$ cat config.mk
export PLATFORM = sky130hd
export DESIGN_NAME = data_memory_arbiter
export DESIGN_NICKNAME = d
export VERILOG_FILES = /design/src/rtl/mem_arb_pkg.sv /design/src/rtl/rr_arbiter2.sv /design/src/rtl/data_memory_arbiter.sv
export SDC_FILE = /design/constraint.sdc
export NUM_CORES = 1
export LEC_CHECK = 0
export ABC_AREA = 1
export BUFFER_PORTS_ARGS = -buffer_cell sky130_fd_sc_hd__buf_2
export CAP_MARGIN = 20
export CORE_MARGIN = 3
export CORE_UTILIZATION = 39
export DETAILED_ROUTE_END_ITERATION = 6
export PLACE_DENSITY = 0.79
export RECOVER_POWER = 50
export SETUP_SLACK_MARGIN = 0.05
export SYNTH_ARGS = -nofsm -noshare
export SYNTH_HDL_FRONTEND = slang
export SYNTH_SLANG_ARGS = --single-unit
$ cat constraint.sdc
create_clock -name clk -period 1.3 [get_ports clk]
set_clock_uncertainty 0.15 [all_clocks]
set_input_delay 0.065 -clock clk [delete_from_list [all_inputs] [get_ports clk]]
set_output_delay 0.065 -clock clk [all_outputs]
set_load 0.02 [all_outputs]
$ cat src/rtl/mem_arb_pkg.sv
// Shared types for the data RAM arbiter: FSM state encoding and requester IDs.
package mem_arb_pkg;
  typedef enum logic {IDLE = 1'b0, ACCESS = 1'b1} state_t;
  localparam logic REQ_LSU = 1'b0;
  localparam logic REQ_DBG = 1'b1;
endpackage

$ cat src/rtl/rr_arbiter2.sv
// Two-input round-robin pick; a held lock lets the previous winner keep priority.
module rr_arbiter2 (
  input  logic [1:0] req,
  input  logic       last,
  input  logic       lock_held,
  output logic       valid,
  output logic       winner
);
  always_comb begin
    valid = |req;
    if (lock_held && req[last]) winner = last;
    else if (&req)              winner = ~last;
    else                        winner = req[1];
  end
endmodule

$ cat src/rtl/data_memory_arbiter.sv
// Shares one single-port data RAM between the LSU (0) and the debug/loader port (1).
// Each access is an IDLE (arbitrate/latch) -> ACCESS (drive RAM, grant) pair.
module data_memory_arbiter
  import mem_arb_pkg::*;
#(
  parameter int ADDR_WIDTH = 32,
  parameter int DATA_WIDTH = 32
) (
  input  logic                  clk,
  input  logic                  reset,
  input  logic                  req0_i,
  input  logic                  req1_i,
  input  logic                  we0_i,
  input  logic                  we1_i,
  input  logic [ADDR_WIDTH-1:0] addr0_i,
  input  logic [ADDR_WIDTH-1:0] addr1_i,
  input  logic [DATA_WIDTH-1:0] wdata0_i,
  input  logic [DATA_WIDTH-1:0] wdata1_i,
  input  logic                  lock0_i,
  input  logic                  lock1_i,
  output logic                  gnt0_o,
  output logic                  gnt1_o,
  output logic                  rvalid0_o,
  output logic                  rvalid1_o,
  output logic [DATA_WIDTH-1:0] rdata_o,
  output logic [ADDR_WIDTH-1:0] ram_addr_o,
  output logic [DATA_WIDTH-1:0] ram_data_o,
  output logic                  ram_we_o,
  input  logic [DATA_WIDTH-1:0] ram_q_i
);
  state_t     state;
  logic       owner, we_q, last, lock_held;
  logic       valid, winner;
  logic [1:0] req, rvalid_q;

  assign req = {req1_i, req0_i};

  rr_arbiter2 u_arb (
    .req       (req),
    .last      (last),
    .lock_held (lock_held),
    .valid     (valid),
    .winner    (winner)
  );

  always_ff @(posedge clk or negedge reset) begin
    if (!reset) begin
      state      <= IDLE;
      owner      <= REQ_LSU;
      we_q       <= 1'b0;
      last       <= REQ_DBG;
      lock_held  <= 1'b0;
      ram_addr_o <= '0;
      ram_data_o <= '0;
      rvalid_q   <= '0;
    end else begin
      rvalid_q <= '0;
      if (state == IDLE) begin
        // lock survives only while its holder keeps requesting
        lock_held <= lock_held & req[last];
        if (valid) begin
          state      <= ACCESS;
          owner      <= winner;
          last       <= winner;
          lock_held  <= winner ? lock1_i  : lock0_i;
          we_q       <= winner ? we1_i    : we0_i;
          ram_addr_o <= winner ? addr1_i  : addr0_i;
          ram_data_o <= winner ? wdata1_i : wdata0_i;
        end
      end else begin
        state <= IDLE;
        if (!we_q) rvalid_q[owner] <= 1'b1;
      end
    end
  end

  // Decoded from state so reset drops gnt/we without waiting for an edge
  assign gnt0_o    = (state == ACCESS) && (owner == REQ_LSU);
  assign gnt1_o    = (state == ACCESS) && (owner == REQ_DBG);
  assign ram_we_o  = (state == ACCESS) && we_q;
  assign rvalid0_o = rvalid_q[0];
  assign rvalid1_o = rvalid_q[1];
  assign rdata_o   = ram_q_i;
endmodule
# Word-level counts from Yosys, hierarchy flattened
# Index checks and enable logic that the tools add are counted.
# W data, S select, Z words.
[totals] input_bits=168 regBits=71 rom_bits=0 wordCells=38 latchBits=0 ram_bits=0 output_inout_bits=101 n_memories=0
[op_classes] div=0 bitwise_logic=4 add_sub_neg=0 multipliers=0 magnitude_cmp=3 shifts=0 n_reduce_logical=8 n_eq_ne=0 muxes=15
[op_table] cell="$mux W32" count=2
[op_table] cell="$mux W1" count=10
[op_table] cell="$logic_and A1 B1 Y1" count=5
[op_table] cell="$lt A1 B2 Y1 const B" count=2
[op_table] cell="$mux W2" count=2
[op_table] cell="$reduce_and A2 Y1" count=2
[op_table] cell="$not A1 Y1" count=3
[op_table] cell="$reduce_or A2 Y1" count=1
[op_table] cell="$and A1 B1 Y1" count=1
[op_table] cell="$demux W1 S1" count=1
[op_table] cell="$ge A1 B1 Y1 const B" count=1

# Depth between registers and ports, before layout
# Gate-level depths: netlist of the first run.
[depth] word_depth=6 mapped_depth=9 mapped_depth_nobuf=7

# Hierarchy
# From an unflattened synthesis of the first run, not the netlist that was laid out.
[hier_totals] cells_unflattened=424 hier_area_um2=3447.1
[by_module_without_submodules] mod="data_memory_arbiter" seq_area_each_um2=1778.0 cells_per_inst=417 area_per_inst_um2=3418.3 instances=1
[by_module_without_submodules] mod="rr_arbiter2" seq_area_each_um2=0.0 cells_per_inst=7 area_per_inst_um2=28.8 instances=1

# Worst setup path after synthesis of the first run
# Ideal clock, no wire load.
[synth_path] path_type="flip-flop to flip-flop" start="reg last" end="reg ram_addr_o[23]" setup_time_ps=118 path_stages_with_launch=10 required_ps=1032 period_less_slack_ps=1452 t_arrival_ps=1184 path_slack_ps=-152 path_buffers=2 cell_sequence="dfstp_2 -> inv_1 -> nand2_1 -> nand3_2 -> nand2_2 -> buf_6 -> buf_6 -> nand2_1 -> nand3_1 -> nand2_1"
[synth_between] elab_chain_cells=5 word_cells_on_any_way=7 classes_between="mux (5); bitwise (1); reduce/logical (1)"
[synth_rtl] element="from (decl)" line_no="data_memory_arbiter.sv:32" rtl="logic owner, we_q, last, lock_held;"
[synth_rtl] element="from (signal assigned)" line_no="data_memory_arbiter.sv:64" rtl="last <= winner;"
[synth_rtl] element="$mux W1 (not written as such) (2 in series)" line_no="rr_arbiter2.sv:11" rtl="if (lock_held && req[last]) winner = last;"
[synth_rtl] element="$logic_and A1 B1 Y1" line_no="rr_arbiter2.sv:11"
[synth_rtl] element="$mux W1 *" line_no="rr_arbiter2.sv:11"
[synth_rtl] element="$mux W32 *" line_no="data_memory_arbiter.sv:67" rtl="ram_addr_o <= winner ? addr1_i : addr0_i;"
[synth_rtl] element="to (signal assigned)" line_no="data_memory_arbiter.sv:67"
[synth_rtl] element="to (decl)" line_no="data_memory_arbiter.sv:26" rtl="output logic [ADDR_WIDTH-1:0] ram_addr_o,"
# Mark *: on every way between the ends. The rest lies on a longest branch, timed or not. The select of a mux whose other input is x is not followed.
# A chain may end at the register's enable or synchronous reset.

# Worst setup path in the final report of the first run
[layout_path] start="reg last" end="reg ram_addr_o[19]"
# Same word-level chain as after synthesis.

==> results of run 1 <==
worst max-delay path: cells and delay by family (launching register included):
family        cells  cell delay, ns
simple gates      6            0.54
flops             1            0.54
buf+inv           3            0.28
worst max-delay path by stage:
| stage | slack (ns) | endpoint | cells after the start |
|---|---|---|---|
| 6_report | -0.32 | ram_addr_o[19] | 9 |
| 5_1_grt | -0.37 | ram_addr_o[22] | 9 |
| 4_1_cts | -0.28 | ram_data_o[14] | 9 |
| 3_5_place_dp | -0.30 | ram_addr_o[26] | 8 |
| 3_3_place_gp | -0.25 | lock_held | 8 |
| 2_1_floorplan | -0.15 | ram_addr_o[23] | 9 |
Yosys cell counts:
master,number
nor2_2,1
nor2_1,2
nor2_4,1
dfrtp_1,70
inv_2,1
inv_1,137
nand3_1,133
clkbuf_1,6
nand3_2,1
nor3_1,1
o21ai_0,1
buf_6,6
buf_2,16
dfstp_2,1
buf_4,40
nand2_1,204
nand2_2,1
metal layers:
layer | track usage | wire (um) | vias to the layer above | part of all wire
li1 | - | - | 2486 | -
met1 | 0.299 | 6520 | 2546 | 0.35
met2 | 0.477 | 9310 | 447 | 0.49
met3 | 0.0775 | 1870 | 117 | 0.099
met4 | 0.191 | 1150 | 0 | 0.061
met5 | 0 | 0 | - | 0
power breakdown:
part / switching [mW] / internal, mW
Sequential: 0.310 / 2.70
Combinational: 2.26 / 1.58
Clock: 0.833 / 1.27
Total: 3.41 / 5.56
repair_timing:
| item | in CTS | in global routing |
|---|---|---|
| endpoints found under the hold margin | 169 | 0 |
| resized for setup | 24 | 37 |
| hold buffers | 165 | 0 |
| pin swaps | 1 | 11 |
| setup buffers | 1 | 5 |
| setup endpoints to repair | 71 | 71 |
| cloned | 2 | 5 |
per-stage QoR:
stage	total power, mW	util	cell area [sq um]	setup slack, ns	cells
6_report	8.97	0.716	7490	-0.324	1105
3_5_place_dp	5.82	0.497	5200	-0.302	912
3_3_place_gp	5.78	0.497	5200	-0.254	912
5_1_grt	9.44	0.715	7490	-0.371	1104
2_1_floorplan	4.87	-	4260	-0.150	622
4_1_cts	8.57	0.692	7240	-0.281	1096
logic make-up after synthesis:
logic type	synth area share
AOI/OAI and AO/OA	0.00118
buffers and inverters	0.233
and+or+nand+nor	0.348
DFF	0.418
state kept, by name, indices dropped and copies added, names as in the netlist:
name,flops
ram_addr_o,32
ram_data_o,32
rvalid_q,2
last,1
lock_held,1
owner,1
state,1
we_q,1
final cells by class:
cell class	count	area, sq um
Tap cell	136	170
Clock inverter	6	109
Sequential cell	71	1780
Fill cell	709	2970
Clock buffer	10	128
Timing Repair Buffer	397	3120
Multi-Input combinational cell	345	1650
Antenna cell	2	5.00
Inverter	138	520
==> out/metrics.csv, run 1 <==
metric,value,unit
status,"complete, but fails checks",
violations,"design-rule violations, negative setup slack",
routedWlPerCell,17.1,um
p_leak,4.37,nW
seq_area_frac_synth,0.418,
path_cells,inv_2 > nand2_2 > nand3_4 > nand2_8 > buf_12 > buf_12 > nand2_1 > nand3_1 > nand2_1,
postSynthAreaPerCell,6.83,sq um
clock_path_buffers,2,
fin_crit_sh,1.25,
r2r-end,ram_addr_o[19],
clock_latency,0.33,ns
vias,5596,
cap_violations,0,
synth_top_area_frac,0.412,
antenna_found_initial,1,
die_area,0.0122,sq mm
hpwlAfterDp,8.55,mm
vias_per_cell,5.06,
r2r-start,last,
root_buffer,clkbuf_8,
finalMaxSlewViolations,0,
crit_start,last,
io_buffers,204,
layout_commonest_cell,buf_2,
final_cell_mix,"200 x buf_2, 192 x nand2_1, 165 x dlygate4sd3_1, 133 x inv_1, 114 x nand3_1",
drt_iter0_drc,734,
ys_warn_count,0,
gp_congestion,0.762,
whs,0.170,ns
core_area,0.0105,sq mm
grtUsageTotal,0.279,
fmax,616,MHz
ant_nets,0,
synth_nets,790,
die_w,110,um
fp.dieH,110,um
clk_pin_slew_worst_paths,0.08,ns
ys_types,17,
synth_area_leaders,"dfrtp_1 41%, nand2_1 18%, nand3_1 16%",
hold_end,owner,
start_kind,flip-flop,
start_util,0.406,
fin_crit,1.62,ns
ys_seq_elements,71,
setup_slack,-0.324,ns
worstHoldStart,req1_i,
cts.sinks,71,
gr-total-overflow,0,
fin_setup_tns,-18.24,ns
first_global_vias,5527,
syn_area,0.00425,sq mm
drc,1,
postSynthCellCount,622,
min_path_type,input port to flip-flop,
htreeDepth,3,
whs_path_depth,4,
rsz0062_at_grt,yes,
io_pins,269,
worstPathArrival,1.69,ns
syn_to_final_growth,76.2,%
worstPathRequired,1.37,ns
setup_viol,71,
cts_tree,built,
cp-end-kind,flip-flop,
relSlewSlack,0.567,
grt_max_degree,72,
grt_pass1_wl,26.4,mm
final_layout_size_suffix_gt1_frac,0.299,
crit_fanout,13,
ff2ff_setup_slack,-0.32,ns
cp_slowest_stage_delay,0.54,ns
cts_buffers,9,
std_cell_rows,37,
crit_type,flip-flop to flip-flop,
final_hold_viol_count,0,
totalWireLength,18.8,mm
drtPass1Iterations,7,
fin_nets,1130,
synth_top_cell_by_area,dfrtp_1,
power_density,1200,mW/mm^2
r2r.worst_path.cells,9,
worstMarginPinSlew,0.650,ns
ir_worst_vdd,0.690,mV
critical-path-slowest-cell,dfstp_2,
No activity file was read; power rests on OpenSTA's default activity.
==> run 2, diff against run 1 <==
- BUFFER_PORTS_ARGS: -buffer_cell sky130_fd_sc_hd__buf_2 -> not set
- CORE_AREA: not set -> 3 3 102 104
- CORE_MARGIN: 3 -> not set
- CORE_UTILIZATION: 39 -> not set
- DIE_AREA: not set -> 0 0 105 107
- DONT_BUFFER_PORTS: not set -> 1
- PLACE_DENSITY: 0.79 -> 0.63
- SLEW_MARGIN: not set -> 10
- TNS_END_PERCENT: not set -> 5
==> run 2 against run 1 <==
The run ends with negative hold slack, negative setup slack left. Hold slack got worse by 0.91 ns. Flip-flop and latch count unchanged. First-iteration DRC count fell by 51%. Setup slack better by 0.046 ns. Final area is 26% lower. Register-to-register slack improved by 0.05 ns. Utilization shrank 14 points. Sequential share of layout area grew 8.5 points. Total power decreased by 18%. Sequential power is 23% higher. Fmax rose by 2.9%. Combinational power fell by 46%.
==> out/metrics.csv, run 2 (synthesis results as in run 1) <==
metric,value,unit,change
worstMarginPinSlew,0.292,ns,-0.358 ns
vias_per_cell,5.04,,-0.40%
final_area,0.00552,sq mm,-26%
gr-usage-met1,0.249,,-0.0497
ant_nets,0,,unchanged
fin_nets,847,,-25%
cp-end-kind,flip-flop,,
rsz0062_at_grt,yes,,
totalWireLength,13.2,mm,-30%
relSlewSlack,0.805,,+0.239
whs,-0.738,ns,-0.908 ns
htreeDepth,3,,unchanged
p_leak,3.17,nW,-27%
critical-path-slowest-cell,dfstp_2,,
cp_slowest_stage_delay,0.54,ns,about the same
path_buf_inv,2,,-1
worstPathRequired,1.38,ns,about the same
first_global_vias,3950,,-29%
ir_worst_vdd,0.583,mV,-16%
crit_fanout,15,,+2
fin_crit_sh,1.21,,-0.0351
antenna_found_initial,0,,-1
final_hold_viol_count,139,,+139
crit_type,flip-flop to flip-flop,,
vias,4121,,-26%
die_w,105,um,-4.9%
grt_pass1_wl,19.5,mm,-26%
clk_pin_slew_worst_paths,0.07,ns,about the same
clock_path_buffers,2,,unchanged
setup_slack,-0.279,ns,+0.0456 ns
status,"complete, but fails checks",,
cts_buffers,9,,unchanged
grtUsageTotal,0.218,,-0.0610
drtPass1Iterations,4,,-3
routedWlPerCell,16.1,um,-5.4%
nFillCells,867,,+22%
layout_commonest_cell,nand2_1,,
fin_crit,1.58,ns,-0.0456 ns
die_area,0.0112,sq mm,-7.8%
min_path_type,input port to async pin,,
placed_cells,700,,-23%
r2r-start,last,,
cts_tree,built,,
worstPathArrival,1.66,ns,-0.03 ns
hpwlAfterDp,7.36,mm,-14%
r2r.worst_path.cells,7,,-2
stdcell_count,817,,-26%
drc,0,,-1
gr-total-overflow,0,,unchanged
cap_violations,0,,unchanged
power_density,1340,mW/mm^2,+12%
fp.dieH,107,um,-3.1%
placed_area,0.00414,sq mm,-20%
start_kind,flip-flop,,
start_util,0.441,,+0.0347
root_buffer,clkbuf_8,,
syn_to_final_growth,29.9,%,
io_pins,269,,unchanged
cts.sinks,71,,unchanged
antenna_cells,0,,-2
io_buffers,0,,-100%
std_cell_rows,36,,-2.7%
path_cells,nand2_1 > nand3_4 > buf_6 > clkbuf_16 > nand3_1 > nand3_1 > nand2_1,,
grt_max_degree,72,,unchanged
violations,"negative hold slack, negative setup slack",,
busiest_layer,met2,,
reg_top3,"ram_addr_o (32), ram_data_o (32), rvalid_q (2)",,
use_met2,0.381,,-0.0966
final_cell_mix,"199 x nand2_1, 133 x inv_1, 130 x nand3_1, 92 x dlygate4sd3_1, 70 x dfrtp_1",,
fmax,633,MHz,+2.9%
clock_latency,0.34,ns,about the same
gp_congestion,0.793,,+4.1%
core_area,0.00964,sq mm,-7.9%
crit_family,flip-flops,,
final_layout_size_suffix_gt1_frac,0.0819,,-0.217
setup_viol,69,,-2.8%
r2r-end,ram_data_o[7],,
use_met3,0.0692,,-0.00823
ff2ff_setup_slack,-0.28,ns,+0.05 ns
finalMaxSlewViolations,0,,unchanged
drt_iter0_drc,363,,-51%
-- run 2: cell count changes in the layout (fill, tap and decap cells not counted), moves of 3 or more --
cell / previous run / this run
bufinv_16: 3 / 0
dlygate4sd3_1: 165 / 92
buf_6: 9 / 2
nand2_1: 192 / 199
nand3_1: 114 / 130
nand3_2: 18 / 3
buf_4: 7 / 3
buf_2: 200 / 0
nand2_2: 10 / 4
-- run 2: stage by stage --
stage,hold slack [ns],TNS (ns),worst slack (ns),power [mW],util
after floorplan,-0.381,-9.06,-0.150,4.86,-
after global placement,-0.379,-17.16,-0.272,5.09,0.430
after detailed placement,-0.379,-19.28,-0.320,5.14,0.430
after CTS,-0.766,-15.88,-0.269,7.24,0.556
after global routing,-0.777,-22.10,-0.348,7.83,0.573
final,-0.738,-15.86,-0.279,7.38,0.573
-- run 2: power by group --
group	total [mW]	leakage, nW	internal (mW)	switching [mW]
Clock	1.61	0.0959	0.785	0.821
Combinational	2.08	2.22	0.973	1.11
Sequential	3.70	0.858	2.70	0.998
-- run 2: how the worst max path moves through the flow --
stage / startpoint / end / slack (ns) / cells after the start
2_1_floorplan: last / ram_addr_o[23] / -0.15 / 9
3_3_place_gp: last / ram_data_o[11] / -0.27 / 8
3_5_place_dp: last / ram_data_o[4] / -0.32 / 8
4_1_cts: last / ram_addr_o[2] / -0.27 / 9
5_1_grt: last / ram_data_o[16] / -0.35 / 7
6_report: last / ram_data_o[7] / -0.28 / 7
-- run 2: layout make-up --
| cell class | count | area (sq um) | share of cell area |
|---|---|---|---|
| clock buffer | 12 | 155 | 0.0281 |
| clock inverter | 4 | 20.0 | 0.00363 |
| tap | 133 | 166 | 0.0301 |
| multi-input combinational | 345 | 1540 | 0.279 |
| inverter | 138 | 523 | 0.0947 |
| sequential | 71 | 1780 | 0.322 |
| timing repair buffer | 114 | 1340 | 0.243 |
-- run 2: timing repair --
item	CTS	global route
hold buffers	91	1
gates resized for setup	12	16
endpoints found under the hold margin	172	139
setup buffers	3	0
cloned	2	5
pin swaps	2	3
endpoints found under the setup margin	71	71
-- run 2: layer usage --
metal  share of wire  vias to the layer above
li1                -                     1921
met1            0.38                     1930
met2            0.50                      247
met3           0.098                       23
met4           0.020                        0
met5               0                        -
==> run 3, diff against run 2 <==
- CTS_BUF_LIST: not set -> sky130_fd_sc_hd__clkbuf_4
==> run 3 against run 2 <==
Largest cell class unchanged. Die area is the same. The flow still finishes with violations (negative hold slack, negative setup slack). Clock power shrank 27%. Hold slack lost 0.082 ns. Via count grew 0.85%. First-iteration DRC count shrank 4.7%. Wire length grew 0.63%. Critical endpoint is now ram_data_o[18]. Sequential share of layout area is essentially flat. Non-clock buffer count shrank 2. Flip-flop and latch count is the same. Final cell count shrank 0.24%.
==> out/metrics.csv, run 3 (synthesis results as in run 1) <==
metric,value,unit,change
status,"complete, but fails checks",,
violations,"negative hold slack, negative setup slack",,
fmax,636,MHz,+0.38%
die_w,105,um,unchanged
cap_violations,0,,unchanged
clock_latency,0.42,ns,+0.08 ns
start_kind,flip-flop,,
gr-total-overflow,0,,unchanged
fin_setup_tns,-16.28,ns,-0.418 ns
setup_slack,-0.273,ns,+0.00596 ns
vias_per_cell,5.10,,+1.1%
fin_nets,845,,-0.24%
cts_buffers,9,,unchanged
grt_pass1_wl,19.5,mm,-0.35%
worstPathArrival,1.74,ns,+0.08 ns
io_pins,269,,unchanged
crit_family,flip-flops,,
clk_pin_slew_worst_paths,0.12,ns,+0.05 ns
fin_crit_sh,1.21,,-0.00459
whs,-0.820,ns,-0.0821 ns
root_buffer,clkbuf_4,,
path_buf_inv,2,,unchanged
min_path_type,input port to async pin,,
gp_congestion,0.793,,unchanged
p_leak,3.16,nW,-0.45%
cts_tree,built,,
drc,0,,unchanged
finalMaxSlewViolations,0,,unchanged
cp-end-kind,flip-flop,,
reg_top3,"ram_addr_o (32), ram_data_o (32), rvalid_q (2)",,
grt_max_degree,72,,unchanged
core_area,0.00964,sq mm,unchanged
final_layout_size_suffix_gt1_frac,0.111,,+0.0296
antenna_found_initial,0,,unchanged
final_area,0.00552,sq mm,about the same
std_cell_rows,36,,unchanged
first_global_vias,3978,,+0.71%
worstPathRequired,1.46,ns,+0.08 ns
layout_commonest_cell,nand2_1,,
antenna_cells,0,,unchanged
ant_nets,0,,unchanged
final_cell_mix,"193 x nand2_1, 133 x inv_1, 116 x nand3_1, 90 x dlygate4sd3_1, 70 x dfrtp_1",,
crit_fanout,15,,unchanged
final_util,0.573,,about the same
critical-path-slowest-cell,dfstp_2,,
path_cells,nand2_1 > nand3_4 > buf_6 > clkbuf_16 > nand3_1 > nand3_1 > nand2_1,,
worstMarginPinSlew,0.293,ns,+0.00100 ns
final_hold_viol_count,139,,unchanged
htreeDepth,3,,unchanged
cts.sinks,71,,unchanged
rsz0062_at_grt,yes,,
crit_type,flip-flop to flip-flop,,
clock_path_buffers,2,,unchanged
setup_viol,71,,+2.9%
cp_slowest_stage_delay,0.55,ns,about the same
io_buffers,0,,unchanged
ir_worst_vdd,0.564,mV,-3.3%
drtPass1Iterations,7,,+3
routedWlPerCell,16.3,um,+0.88%
vias,4156,,+0.85%
drt_iter0_drc,346,,-4.7%
relSlewSlack,0.805,,about the same
hpwlAfterDp,7.36,mm,unchanged
start_util,0.441,,unchanged
totalWireLength,13.3,mm,+0.63%
fin_crit,1.57,ns,-0.00596 ns
placed_area,0.00414,sq mm,unchanged
grtUsageTotal,0.219,,+0.000489
die_area,0.0112,sq mm,unchanged
holdBufCountCts,90,,-1.1%
fp.dieH,107,um,unchanged
syn_to_final_growth,30.0,%,about the same
power_density,1270,mW/mm^2,-5.3%
[run 3: changes by cell type in the layout (fill, tap and decap cells not counted), sizes merged]
cell         delta
dlygate4sd3     -2
clkinv          +2
clkbuf          -2
[run 3: per-layer routing]
| metal | vias up | global-route usage | routed length [um] |
|---|---|---|---|
| li1 | 1924 | - | - |
| met1 | 1906 | 0.248 | 4980 |
| met2 | 297 | 0.381 | 6650 |
| met3 | 29 | 0.0686 | 1370 |
| met4 | 0 | 0.0918 | 266 |
| met5 | - | 0 | 0 |
[run 3: power by group]
part | switching, mW | internal [mW] | leakage (nW)
clock network | 0.778 | 0.390 | 0.0648
logic | 1.14 | 0.990 | 2.23
registers | 0.998 | 2.70 | 0.858
[run 3: worst reg2reg max path, stage by stage, from the launching register on]
cell       delay (ns)
dfstp_2          0.55
nand2_1          0.08
nand3_4          0.15
buf_6            0.15
clkbuf_16        0.17
nand3_1          0.07
nand3_1          0.09
nand2_1          0.05
[run 3: path summary, 6_finish.rpt]
check                               start        endpoint  slack [ns]  cells past startpoint
worst max register to register       last  ram_data_o[18]       -0.27                      7
max in group asynchronous           reset            last        1.61                      0
worst max-delay path                 last  ram_data_o[18]       -0.27                      7
min in group clk                   req1_i            last       -0.37                      2
worst min-delay path                reset  ram_data_o[24]       -0.82                      0
worst min register to register  lock_held       lock_held        0.37                      2
[run 3: area by class of cell]
class | count | area [sq um]
Clock buffer | 10 | 75.1
Timing Repair Buffer | 112 | 1320
Tap cell | 133 | 166
Multi-Input combinational cell | 345 | 1640
Sequential cell | 71 | 1780
Inverter | 138 | 523
Clock inverter | 6 | 27.5
Fill cell | 867 | 4120
[run 3: timing repair]
item | CTS | global route
pin swaps | 2 | 8
cloned | 2 | 5
setup endpoints to repair | 71 | 71
hold endpoints to repair | 172 | 139
setup buffers | 3 | 0
gates resized for setup | 13 | 38
[run 3: through the flow]
step	total power, mW	cells	setup WS (ns)	hold WS (ns)
floorplan	4.86	622	-0.150	-0.381
global placement	5.09	700	-0.272	-0.379
detailed placement	5.14	700	-0.320	-0.379
CTS	6.80	811	-0.273	-0.871
global route	7.42	815	-0.352	-0.880
finish	7.00	815	-0.273	-0.820
